`src/rtl/joy_link_pkg.sv`:
```
// ----------------------------------------------------------------------------
// joy_link_pkg
// Shared definitions for the serial joystick link transmit path.
//   - link_state_t : serializer sequencing states
//   - frame layout : where each joystick lands in the shifted frame
//   - button index : position of each button inside a 6-bit joystick word
//   - build_core_frame : packs two joysticks into the 16-bit frame core
// ----------------------------------------------------------------------------
package joy_link_pkg;

  typedef enum logic [1:0] {
    IDLE  = 2'd0,
    LOAD  = 2'd1,
    SHIFT = 2'd2,
    DONE  = 2'd3
  } link_state_t;

  localparam int DEFAULT_FRAME_BITS = 16;
  localparam int CORE_FRAME_BITS    = 16;

  localparam int NUM_BTNS  = 6;
  localparam int JOY1_BASE = 0;
  localparam int JOY2_BASE = 8;
  // Idle-high bits that follow each joystick group inside the core frame.
  localparam int PAD_BITS  = 2;

  // Bit index of each button in joy*_i, which is also its shift order.
  localparam int BTN_UP    = 0;
  localparam int BTN_DOWN  = 1;
  localparam int BTN_LEFT  = 2;
  localparam int BTN_RIGHT = 3;
  localparam int BTN_FIRE1 = 4;
  localparam int BTN_FIRE2 = 5;

  // Buttons are active-high on the pins but active-low on the wire.
  function automatic logic [CORE_FRAME_BITS-1:0] build_core_frame(
    input logic [NUM_BTNS-1:0] joy1,
    input logic [NUM_BTNS-1:0] joy2
  );
    logic [CORE_FRAME_BITS-1:0] f;
    f = '1;
    f[JOY1_BASE + BTN_UP]    = ~joy1[BTN_UP];
    f[JOY1_BASE + BTN_DOWN]  = ~joy1[BTN_DOWN];
    f[JOY1_BASE + BTN_LEFT]  = ~joy1[BTN_LEFT];
    f[JOY1_BASE + BTN_RIGHT] = ~joy1[BTN_RIGHT];
    f[JOY1_BASE + BTN_FIRE1] = ~joy1[BTN_FIRE1];
    f[JOY1_BASE + BTN_FIRE2] = ~joy1[BTN_FIRE2];
    f[JOY2_BASE + BTN_UP]    = ~joy2[BTN_UP];
    f[JOY2_BASE + BTN_DOWN]  = ~joy2[BTN_DOWN];
    f[JOY2_BASE + BTN_LEFT]  = ~joy2[BTN_LEFT];
    f[JOY2_BASE + BTN_RIGHT] = ~joy2[BTN_RIGHT];
    f[JOY2_BASE + BTN_FIRE1] = ~joy2[BTN_FIRE1];
    f[JOY2_BASE + BTN_FIRE2] = ~joy2[BTN_FIRE2];
    f[JOY1_BASE + NUM_BTNS +: PAD_BITS] = '1;
    f[JOY2_BASE + NUM_BTNS +: PAD_BITS] = '1;
    return f;
  endfunction

endpackage

```
`src/rtl/joy_serializer_sync_filter.sv`:
```
// ----------------------------------------------------------------------------
// sync_filter
// Brings one asynchronous link input into the clk domain and rejects glitches.
// A 2-flop synchroniser feeds a stability filter: the filtered level only
// follows the synchronised level once they have differed for FILTER
// consecutive cycles. Pin-to-filtered latency is 2+FILTER cycles.
//
// Ports:
//   clk      in   system clock
//   reset    in   asynchronous active-high reset
//   i_async  in   raw asynchronous input
//   o_filt   out  synchronised, filtered level (resets to RST_VAL)
// ----------------------------------------------------------------------------
module sync_filter #(
  parameter int   FILTER  = 2,
  parameter logic RST_VAL = 1'b0
) (
  input  logic clk,
  input  logic reset,
  input  logic i_async,
  output logic o_filt
);

  // Down-counter reload; reaching zero while still different accepts the level.
  localparam logic [3:0] TC_RELOAD = 4'(FILTER - 1);

  logic       r_meta;
  logic       r_sync;
  logic       r_filt;
  logic [3:0] r_cnt;

  always_ff @(posedge clk or posedge reset) begin
    if (reset) begin
      r_meta <= RST_VAL;
      r_sync <= RST_VAL;
      r_filt <= RST_VAL;
      r_cnt  <= TC_RELOAD;
    end else begin
      r_meta <= i_async;
      r_sync <= r_meta;
      if (r_sync == r_filt) begin
        r_cnt <= TC_RELOAD;
      end else if (r_cnt == 4'd0) begin
        r_filt <= r_sync;
        r_cnt  <= TC_RELOAD;
      end else begin
        r_cnt <= r_cnt - 4'd1;
      end
    end
  end

  assign o_filt = r_filt;

endmodule

```
`src/rtl/joy_serializer.sv`:
```
// ----------------------------------------------------------------------------
// joy_serializer
// Transmit end of the serial joystick link. Emulates a parallel-in/serial-out
// shift chain: while the decoder holds load low the two joysticks are
// captured, then each rising edge of the decoder's shift clock moves the
// frame one bit towards joy_data_o.
//
// state | meaning
// IDLE  | no frame; line idles high, waiting for load low
// LOAD  | load low; frame re-captured from the joystick pins every cycle
// SHIFT | frame in flight; each filtered joy_clk rise shifts one bit
// DONE  | frame fully shifted; line high, clock edges ignored
//
// Ports:
//   clk           in   system clock (48 MHz)
//   reset         in   asynchronous active-high reset
//   joy1_i[5:0]   in   joystick 1 {fire2,fire1,right,left,down,up}, 1 = pressed
//   joy2_i[5:0]   in   joystick 2, same order
//   joy_clk_i     in   link shift clock, asynchronous
//   joy_load_i    in   link load strobe, active-low, asynchronous
//   joy_data_o    out  serial data, buttons active-low
//   frame_done_o  out  one-cycle pulse after the last frame bit is shifted out
//   busy_o        out  high in LOAD or SHIFT
// ----------------------------------------------------------------------------
module joy_serializer
  import joy_link_pkg::*;
#(
  parameter int FRAME_BITS = DEFAULT_FRAME_BITS,
  parameter int FILTER     = 2
) (
  input  logic                clk,
  input  logic                reset,
  input  logic [NUM_BTNS-1:0] joy1_i,
  input  logic [NUM_BTNS-1:0] joy2_i,
  input  logic                joy_clk_i,
  input  logic                joy_load_i,
  output logic                joy_data_o,
  output logic                frame_done_o,
  output logic                busy_o
);

  localparam int CNT_W = $clog2(FRAME_BITS + 1);
  localparam logic [CNT_W-1:0] CNT_LAST = CNT_W'(FRAME_BITS);

  link_state_t           r_state;
  link_state_t           w_state_nxt;
  logic [FRAME_BITS-1:0] r_shift;
  logic [FRAME_BITS-1:0] w_shift_nxt;
  logic [FRAME_BITS-1:0] w_frame;
  logic [CNT_W-1:0]      r_cnt;
  logic [CNT_W-1:0]      w_cnt_nxt;
  logic [CNT_W-1:0]      w_cnt_inc;
  logic                  r_frame_done;
  logic                  w_done_nxt;
  logic                  r_clk_d;
  logic                  w_clk_f;
  logic                  w_load_f;
  logic                  w_clk_rise;

  sync_filter #(
    .FILTER  (FILTER),
    .RST_VAL (1'b0)
  ) u_sync_clk (
    .clk     (clk),
    .reset   (reset),
    .i_async (joy_clk_i),
    .o_filt  (w_clk_f)
  );

  sync_filter #(
    .FILTER  (FILTER),
    .RST_VAL (1'b1)
  ) u_sync_load (
    .clk     (clk),
    .reset   (reset),
    .i_async (joy_load_i),
    .o_filt  (w_load_f)
  );

  assign w_clk_rise = w_clk_f & ~r_clk_d;
  assign w_cnt_inc  = r_cnt + CNT_W'(1);

  // Frame bits beyond the 16-bit core idle high.
  always_comb begin
    w_frame = '1;
    w_frame[CORE_FRAME_BITS-1:0] = build_core_frame(joy1_i, joy2_i);
  end

  always_comb begin
    w_state_nxt = r_state;
    w_shift_nxt = r_shift;
    w_cnt_nxt   = r_cnt;
    w_done_nxt  = 1'b0;
    unique case (r_state)
      IDLE: begin
        if (!w_load_f) w_state_nxt = LOAD;
      end
      LOAD: begin
        w_shift_nxt = w_frame;
        w_cnt_nxt   = '0;
        if (w_load_f) w_state_nxt = SHIFT;
      end
      SHIFT: begin
        // Load low takes priority, so a coincident clock rise never shifts.
        if (!w_load_f) begin
          w_state_nxt = LOAD;
        end else if (w_clk_rise) begin
          w_shift_nxt = {1'b1, r_shift[FRAME_BITS-1:1]};
          if (r_cnt != CNT_LAST) w_cnt_nxt = w_cnt_inc;
          if (w_cnt_inc == CNT_LAST) begin
            w_done_nxt  = 1'b1;
            w_state_nxt = DONE;
          end
        end
      end
      DONE: begin
        if (!w_load_f) w_state_nxt = LOAD;
      end
      default: w_state_nxt = IDLE;
    endcase
  end

  always_ff @(posedge clk or posedge reset) begin
    if (reset) begin
      r_state      <= IDLE;
      r_shift      <= '1;
      r_cnt        <= '0;
      r_frame_done <= 1'b0;
      r_clk_d      <= 1'b0;
    end else begin
      r_state      <= w_state_nxt;
      r_shift      <= w_shift_nxt;
      r_cnt        <= w_cnt_nxt;
      r_frame_done <= w_done_nxt;
      r_clk_d      <= w_clk_f;
    end
  end

  assign joy_data_o   = r_shift[0];
  assign frame_done_o = r_frame_done;
  assign busy_o       = (r_state == LOAD) || (r_state == SHIFT);

endmodule

```
`config.mk`:
```
export PLATFORM = sky130hd
export DESIGN_NAME = joy_serializer
export DESIGN_NICKNAME = d
export VERILOG_FILES = /design/src/rtl/joy_link_pkg.sv /design/src/rtl/joy_serializer_sync_filter.sv /design/src/rtl/joy_serializer.sv
export SDC_FILE = /design/constraint.sdc
export NUM_CORES = 1
export LEC_CHECK = 0
export ABC_AREA = 1
export CORE_MARGIN = 2
export CORE_UTILIZATION = 59
export DETAILED_ROUTE_END_ITERATION = 6
export GPL_TIMING_DRIVEN = 0
export MAX_ROUTING_LAYER = met4
export PLACE_DENSITY = 0.83
export SETUP_SLACK_MARGIN = 0.02
export SYNTH_ARGS = -nofsm -noshare
export SYNTH_HDL_FRONTEND = slang
export SYNTH_SLANG_ARGS = --single-unit
```
`constraint.sdc`:
```
create_clock -name clk -period 2.1 [get_ports clk]
set_input_delay 0.63 -clock clk [delete_from_list [all_inputs] [get_ports clk]]
set_output_delay 0.63 -clock clk [all_outputs]
set_load 0.02 [all_outputs]
```
==> impl_metrics.json <==
{
  "status": "finished with violations",
  "violations": "design-rule violations",
  "netlist_instances": 190,
  "yosysWarnings": 0,
  "postCtsSetupRepairBufs": 0,
  "required_ns": 1.47,
  "gp_congestion": 0.950,
  "hpwl_um": 2400,
  "crit_family": "flip-flops",
  "final_util_pct": 72.5,
  "synth_top_cell_by_area": "dfstp_2",
  "grt_antenna_before_repair": 0,
  "fin_nets": 236,
  "slew_headroom_pct": 51.1,
  "fin_total_pwr_mw": 2.91,
  "yosysSeqAreaShare_pct": 54.0,
  "layout-drive-gt1-share_pct": 24.1,
  "std_cell_rows": 19,
  "synth_seq_cells": 37,
  "register_area_um2": 950,
  "cpPeakStageDelay_ns": 0.39,
  "slew_violations": 0,
  "cts_tree": "done",
  "hold_slack_ns": 0.363,
  "first_pass_iters": 6,
  "coreArea_um2": 2810,
  "ff2ff_setup_slack_ns": 0.47,
  "path_buf_inv": 3,
  "power_density_nw_per_um2": 1430,
  "cap_violations": 0,
  "cts_buffers": 5,
  "wl_um": 3370,
  "yosysTopAreaCellShare_pct": 28.4,
  "cp.arrival_ns": 1.37,
  "place_area_um2": 1980,
  "min_path_type": "register to register",
  "clock_latency_ns": 0.35,
  "synth_nets": 211,
  "cp_slowest_cell": "dfrtp_1",
  "design_area_um2": 2030,
  "ys_types": 28,
  "wl_per_cell_um": 13.6,
  "grt_setup_unrepaired": "false",
  "ys_top_cells_by_area": "dfstp_2, dfrtp_1, nand2_1",
  "io_buffers": 18,
  "grt_pass1_wl_um": 5980,
  "path_cells": "inv_1, ha_1, inv_1, buf_4",
  "drc": 1,
  "grt-ovfl-total": 0,
  "fin_crit_ns": 2.00,
  "path_max_fanout": 3,
  "drtAntennaViolNets": 0,
  "fin_tns_setup_ns": 0,
  "cts-hold-fix-buffers": 0,
  "fin_crit_sh_pct": 95.1,
  "initial_core_util_pct": 62.7,
  "fmax_mhz": 501,
  "cts_buffer_depth": 2,
  "grt_max_degree": 38,
  "fillerInstances": 225,
  "grt_pass1_vias": 1414,
  "htreeDepth": 2,
  "cts_sinks": 37,
  "multiInputGateArea_um2": 694,
  "worstSetupEndpointType": "output pin",
  "vias": 1360,
  "top_level_ports": 19,
  "synth_area_um2": 1760,
  "die_h_um": 58.6,
  "die_x_um": 58.6,
  "gr-usage-all-layers_pct": 23.9,
  "ir_drop_mv": 0.777,
  "cellLeakagePower_nw": 0.941,
  "die-area_um2": 3430,
  "final_hold_viol_count": 0,
  "diodes": 0,
  "drtIter0Drc": 84,
  "root_buffer": "clkbuf_4",
  "finalSetupViolCount": 0,
  "worst_pin_slew_ns": 0.733,
  "critPathKind": "register to output pin",
  "worstSetupStartpointType": "register",
  "clock_skew_ns": 0.0177,
  "clkSlewWorstSetupHoldPaths_ns": 0.11,
  "critPathMostFrequentCell": "inv_1",
  "via_per_inst": 5.51,
  "syn_area_per_cell_um2": 9.26,
  "area_growth_pct": 15.6
}
## final cells by class
| type | count | share of cell area [%] |
|---|---|---|
| Clock buffer | 8 | 2.89 |
| Multi-Input combinational cell | 127 | 34.2 |
| Inverter | 22 | 4.06 |
| Timing Repair Buffer | 18 | 8.68 |
| Sequential cell | 37 | 46.7 |
| Buffer | 4 | 1.60 |
| Tap cell | 31 | 1.91 |
## cells by family (layout without fill, tap and decap cells)
kind of cell	count (synthesis)	in the layout	synth area share, %
adder cells (fa/ha/maj)	5	5	3.56
multiplexers	1	1	0.640
XOR/XNOR	3	3	1.49
AND/OR/NAND/NOR	80	80	19.3
flip-flops	37	37	54.0
buffers and inverters	26	52	6.54
AO/OA/AOI/OAI	38	38	14.4
## flip-flops by register name, summed over array words and instances (netlist names)
name                count
r_state                 2
u_sync_load.r_sync      1
u_sync_clk.o_filt       1
u_sync_clk.r_meta       1
u_sync_load.o_filt      1
r_clk_d                 1
frame_done_o            1
u_sync_clk.r_sync       1
u_sync_load.r_cnt       4
r_shift                14
u_sync_clk.r_cnt        4
r_cnt                   5
u_sync_load.r_meta      1
## final timing paths
kind,from,endpoint,depth (start not counted)
setup / recovery,r_state[0],busy_o,4
hold / removal,u_sync_load.r_meta,u_sync_load.r_sync,0
setup reg to reg,r_state[0],r_state[1],8
hold reg to reg,u_sync_load.r_meta,u_sync_load.r_sync,0
max in group asynchronous,reset,frame_done_o,2
min in group asynchronous,reset,u_sync_clk.r_cnt[2],2
## through the flow
step,cells,worst slack [ns]
detailed placement,239,-0.125
CTS,247,0.0850
global route,247,0.0380
floorplan,190,0.597
global placement,239,-0.0523
finish,247,0.103
## power breakdown
part	internal (mW)	switching (mW)	total, mW
registers	1.06	0.150	1.21
clock network	0.165	0.230	0.395
logic	0.497	0.815	1.31
## synthesized netlist by cell type, drive strengths merged
master and number:
nand2 49, o21ai 30, inv 22, dfstp 19, dfrtp 18, nor2 16, nand3 10, ha 5
buf 4, a21oi 3, a31oi 2, nand4 2, nor3 2, xnor2 2, a211oi 1, a22oi 1
mux2 1, o211ai 1, or2 1, xor2 1
## cells in the final DEF (no fill, tap or decap), drive strengths merged
cell,instances
nand2,49
o21ai,30
inv,22
dfstp,19
dfrtp,18
clkdlybuf4s50,16
nor2,16
nand3,10
clkbuf,8
ha,5
buf,5
a21oi,3
nor3,2
nand4,2
a31oi,2
xnor2,2
mux2,1
xor2,1
or2,1
a211oi,1
a22oi,1
o211ai,1
dlygate4sd2,1
## repair_timing
| item | 4_1_cts | 5_1_grt |
|---|---|---|
| endpoints found under the setup margin | 2 | 1 |
| gates resized for setup | 5 | 1 |
| cloned | 0 | 0 |
| pin swaps | 0 | 0 |
## routing by layer
layer / track usage [%] / wire length (um)
met1: 29.2 / 1450
met2: 38.0 / 1690
met3: 4.84 / 171
met4: 11.7 / 54
met5: - / 0
Power figures use the tool's default switching activity.
==> RTL edit 1: new RTL, same settings <==
Register the inputs `joy1_i`, `joy2_i` and `joy_load_i` before use, with the module's reset. The logic sees them one clock later.
--- a/src/rtl/joy_serializer.sv
+++ b/src/rtl/joy_serializer.sv
@@ -42,6 +42,22 @@
   localparam int CNT_W = $clog2(FRAME_BITS + 1);
   localparam logic [CNT_W-1:0] CNT_LAST = CNT_W'(FRAME_BITS);
 
+  logic [NUM_BTNS-1:0] joy1_q;
+  logic [NUM_BTNS-1:0] joy2_q;
+  logic joy_load_q;
+
+  always_ff @(posedge clk or posedge reset) begin
+    if (reset) begin
+      joy1_q     <= '0;
+      joy2_q     <= '0;
+      joy_load_q <= '0;
+    end else begin
+      joy1_q     <= joy1_i;
+      joy2_q     <= joy2_i;
+      joy_load_q <= joy_load_i;
+    end
+  end
+
   link_state_t           r_state;
   link_state_t           w_state_nxt;
   logic [FRAME_BITS-1:0] r_shift;
@@ -73,7 +89,7 @@
   ) u_sync_load (
     .clk     (clk),
     .reset   (reset),
-    .i_async (joy_load_i),
+    .i_async (joy_load_q),
     .o_filt  (w_load_f)
   );
 
@@ -83,7 +99,7 @@
   // Frame bits beyond the 16-bit core idle high.
   always_comb begin
     w_frame = '1;
-    w_frame[CORE_FRAME_BITS-1:0] = build_core_frame(joy1_i, joy2_i);
+    w_frame[CORE_FRAME_BITS-1:0] = build_core_frame(joy1_q, joy2_q);
   end
 
   always_comb begin
Formal check against the unedited RTL: not equivalent (Yosys sat finds a counterexample within 10 cycles, from zero or initial values and one cycle with reset high).
==> RTL edit 1 against the original RTL <==
- area after synthesis up 19%
- synthesized cell count rose by 7.9%
- global-route usage decreased by 4.3 points
- design area is 18% higher
- total power grew 9.6%
- wire length is 4.8% lower
- register-to-register slack hardly changed
- setup slack better by 12 ps
- largest cell class unchanged
- sequential power increased by 21%
- non-clock buffer count up 2
- sequential cell count rose by 13
==> RTL edit 1: results (changes against the original RTL) <==
| Metric | Value |
|---|---|
| Iteration-0 DRC Markers | 83 (was 84) |
| Top cells by area, synth | dfrtp_1 (37%), dfstp_2 (24%), nand2_1 (9.5%), o21ai_2 (4.2%), o21ai_0 (3.3%) (was dfstp_2 (28%), dfrtp_1 (26%), nand2_1 (9.8%), o21ai_0 (5.1%), o21ai_2 (5.0%)) |
| GRT Util Overall | 19.6% (was 23.9%) |
| # nets final | 252 (was 236) |
| Routed wire length | 3210 um (was 3370 um) |
| Netlist cell types | 31 (was 28) |
| DP Area | 0.00236 mm2 (was 0.00198 mm2) |
| GPL Wtd Cong | 0.859 (was 0.950) |
| Met2 wire length | 1560 um (was 1690 um) |
| Cell Pwr Density | 1330 mW/mm2 (was 1430 mW/mm2) |
| First-pass GRT wire length | 5820 um (was 5980 um) |
| Critical Path Max Stage Delay | 410 ps (was 390 ps) |
| Slew @ Worst Pin | 408 ps (was 733 ps) |
| Vias in the first global route | 1372 (was 1414) |
| Met1 Routed Length | 1430 um (was 1450 um) |
| Final Skew | 13.9 ps (was 17.7 ps) |
| H-tree Lvls | 2 (unchanged) |
| P_leak | 1.10 nW (was 0.941 nW) |
| Share of cells above drive strength 1 | 23.7% (was 24.1%) |
| Per-cell routed wire length | 11.5 um (was 13.6 um) |
| Hold WC Path Type | reg -> reg (unchanged) |
| Ys flop type | dfrtp_1 (was dfstp_2) |
| CTS root buf | clkbuf_4 (unchanged) |
| Max IR drop VDD | 690 uV (was 777 uV) |
| Post-Synth Adder-Cell Area | 2.98% (was 3.56%) |
| CTS Buffer Depth | 2 (unchanged) |
| Top Layer Used | met4 (unchanged) |
| Hpwl dp | 2300 um (was 2400 um) |
| Register area share after synthesis | 60.8% (was 54.0%) |
| Biggest regs | r_shift: 14 flops, joy1_q: 6 flops, joy2_q: 6 flops (was r_shift: 14 flops, r_cnt: 5 flops) |
| Synth cell count leaders | nand2_1 (53), dfrtp_1 (31), dfstp_2 (19), inv_1 (18), o21ai_0 (14) (was nand2_1 (46), inv_1 (20), dfstp_2 (19), dfrtp_1 (18), o21ai_0 (18)) |
| Post-synthesis compound-gate area fraction | 12.0% (was 14.4%) |
| Worst-path clk slew | 140 ps (was 110 ps) |
| GR Util met1 | 23.3% (was 29.2%) |
| Mux share of post-synthesis cell area | 0.537% (was 0.640%) |
| Pre-CTS setup slack | 82.4 ps (was -125 ps) |
| DR WL met3 | 122 um (was 171 um) |
| Vias per cell | 5.08 (was 5.51) |
| Met3 usage | 6.07% (was 4.84%) |
| Drt first pass iters | 4 (was 6) |
| Cell Count Post-Placement | 270 (was 239) |
| CP Max Fanout | 3 (unchanged) |
| Synth Net Count | 226 (was 211) |
| GR Util met2 | 30.3% (was 38.0%) |
| Outcome | complete, no violations (was complete, but fails checks) |
| Largest net degree at the start of global routing | 33 (was 38) |
| Synth Area in XOR/XNOR | 1.25% (was 1.49%) |
| Synth warn | 0 (unchanged) |
| FILL cells | 263 (was 225) |
| Syn avg cell area | 10.2 um2 (was 9.26 um2) |
-- RTL edit 1: final cells by class --
cell class	count	area share, %
flip-flops and latches	50	53.1
multi-input cells	130	29.5
repair buffers	19	8.07
inverters	20	3.18
well taps	46	2.40
clock buffers	7	1.88
plain buffers	5	1.56
clock inverters	1	0.313
-- RTL edit 1: final timing paths --
path                                endpoint               from  depth (start not counted)  slack (ps)
min reg2reg                u_sync_clk.r_sync  u_sync_clk.r_meta                          0         360
min                        u_sync_clk.r_sync  u_sync_clk.r_meta                          0         360
min in group asynchronous         r_state[0]              reset                          2         550
max                                   busy_o         r_state[0]                          4         120
max in group asynchronous         r_shift[1]              reset                          3         980
max reg2reg                       r_shift[0]         r_state[0]                          6         470
-- RTL edit 1: power by group --
part	switching, W	internal (W)
Sequential	0.000154	0.00132
Combinational	0.000805	0.000496
Clock	0.000285	0.000133
Total	0.00124	0.00195
==> RTL edit 2: new RTL, config.mk and constraints unchanged <==
Without the edit above. `JOY2_BASE`: 8 -> 7.
--- a/src/rtl/joy_link_pkg.sv
+++ b/src/rtl/joy_link_pkg.sv
@@ -20,7 +20,7 @@
 
   localparam int NUM_BTNS  = 6;
   localparam int JOY1_BASE = 0;
-  localparam int JOY2_BASE = 8;
+  localparam int JOY2_BASE = 7;
   // Idle-high bits that follow each joystick group inside the core frame.
   localparam int PAD_BITS  = 2;
 
Function: same outputs for any inputs over 10 cycles, from zero or initial values and one cycle with reset high; that may be too few to reach the edited logic, so the function may still have changed.
==> RTL edit 2 against the original RTL <==
- worst hold slack got worse by 1.9 ps
- critical path type unchanged
- cell count shrank 2.0%
- largest power group is now registers
- register-to-register slack worse by 20 ps
- design area down 5.7%
- area after synthesis fell by 5.6%
- combinational power fell by 18%
- fmax about the same
- total power shrank 12%
- via count shrank 3.3%
- sequential cell count is 1 lower
- setup slack about the same
- wire length down 6.7%
- synthesized cell count decreased by 2.1%
==> RTL edit 2: results (changes against the original RTL) <==
| Metric | Value |
|---|---|
| Outcome | complete, no violations (was complete, but fails checks) |
| Largest net degree at the start of global routing | 37 (was 38) |
| Netlist cell types | 29 (was 28) |
| Vias in the first global route | 1285 (was 1414) |
| CTS root buf | clkbuf_4 (unchanged) |
| Setup bufs post-CTS | 0 (unchanged) |
| Iteration-0 DRC Markers | 66 (was 84) |
| Worst-path clk slew | 90 ps (was 110 ps) |
| Worst R2R End | r_shift[5] (was r_state[1]) |
| Slew @ Worst Pin | 703 ps (was 733 ps) |
| Final Skew | 7.48 ps (was 17.7 ps) |
| Cell Count Post-Placement | 234 (was 239) |
| Top cells by area, synth | dfstp_2 (28%), dfrtp_1 (27%), nand2_1 (11%), o21ai_0 (7.2%), inv_1 (4.7%) (was dfstp_2 (28%), dfrtp_1 (26%), nand2_1 (9.8%), o21ai_0 (5.1%), o21ai_2 (5.0%)) |
| P_leak | 0.899 nW (was 0.941 nW) |
| Post-synthesis compound-gate area fraction | 11.6% (was 14.4%) |
| Reg2Reg Setup Slack | 450 ps (was 470 ps) |
| Post-Synth Adder-Cell Area | 3.77% (was 3.56%) |
| Flip-flop count of the largest register after layout | 13 (was 14) |
| Worst reg2reg path depth | 6 (was 8) |
| Vias per cell | 5.43 (was 5.51) |
| Routed wire length | 3140 um (was 3370 um) |
| Drt first pass iters | 4 (was 6) |
| DR WL met3 | 187 um (was 171 um) |
| IO Port Bufs | 17 (was 18) |
| First-pass GRT wire length | 5620 um (was 5980 um) |
| Biggest regs | r_shift: 13 flops, r_cnt: 5 flops (was r_shift: 14 flops, r_cnt: 5 flops) |
| Post-Syn Instances | 186 (was 190) |
| Pre-CTS setup slack | -66.7 ps (was -125 ps) |
| Synth cell count leaders | nand2_1 (48), o21ai_0 (24), inv_1 (21), dfrtp_1 (18), dfstp_2 (18) (was nand2_1 (46), inv_1 (20), dfstp_2 (19), dfrtp_1 (18), o21ai_0 (18)) |
| Count of non-filler cells in the finished layout | 242 (was 247) |
| Met1 Routed Length | 1360 um (was 1450 um) |
| Synth Net Count | 207 (was 211) |
==> RTL edit 2: worst register-to-register path, stage by stage, from the launching register on <==
cell and delay (ps):
dfrtp_1 380, inv_1 60, ha_1 230, inv_1 200
clkbuf_1 360, o21ai_0 150, o21ai_0 200
==> RTL edit 2: final cells by class <==
class / count / area, um2 / share of cell area, %
flip-flops and latches: 36 / 923 / 48.2
multi-input cells: 124 / 624 / 32.6
repair buffers: 18 / 171 / 8.94
inverters: 22 / 87.6 / 4.57
clock buffers: 6 / 41.3 / 2.15
well taps: 31 / 38.8 / 2.02
plain buffers: 4 / 25.0 / 1.31
clock inverters: 1 / 5.00 / 0.261
==> RTL edit 2: metrics by stage <==
stage,cell area (um2),hold slack [ps]
floorplan,1660,331
detailed placement,1870,345
finish,1920,361
global placement,1870,338
global route,1920,370
CTS,1910,361
==> RTL edit 2: metal layers <==
layer,up-vias,GRT usage (%)
li1,651,-
met1,617,29.2
met2,43,36.0
met3,4,8.16
met4,0,9.30
met5,-,-
==> RTL edit 2: worst max path at each step <==
stage	end	slack [ps]	cells past startpoint
final	busy_o	100	4
after global routing	busy_o	20	4
after CTS	busy_o	100	4
after detailed placement	r_state[0]	-70	2
after global placement	r_state[1]	-3	2
after floorplan	busy_o	620	3
==> RTL edit 2: cell families after synthesis <==
| group | after synthesis |
|---|---|
| flops | 36 |
| fa+ha+maj | 5 |
| xor+xnor | 3 |
| compound gates | 36 |
| buf+inv | 26 |
| simple gates | 79 |
| mux | 1 |
==> RTL edit 2: power breakdown <==
group	switching (W)	total, W	leakage [nW]	internal [W]
sequential	0.000138	0.00116	0.425	0.00102
combinational	0.000686	0.00108	0.446	0.000399
clock	0.000211	0.000334	0.0281	0.000123
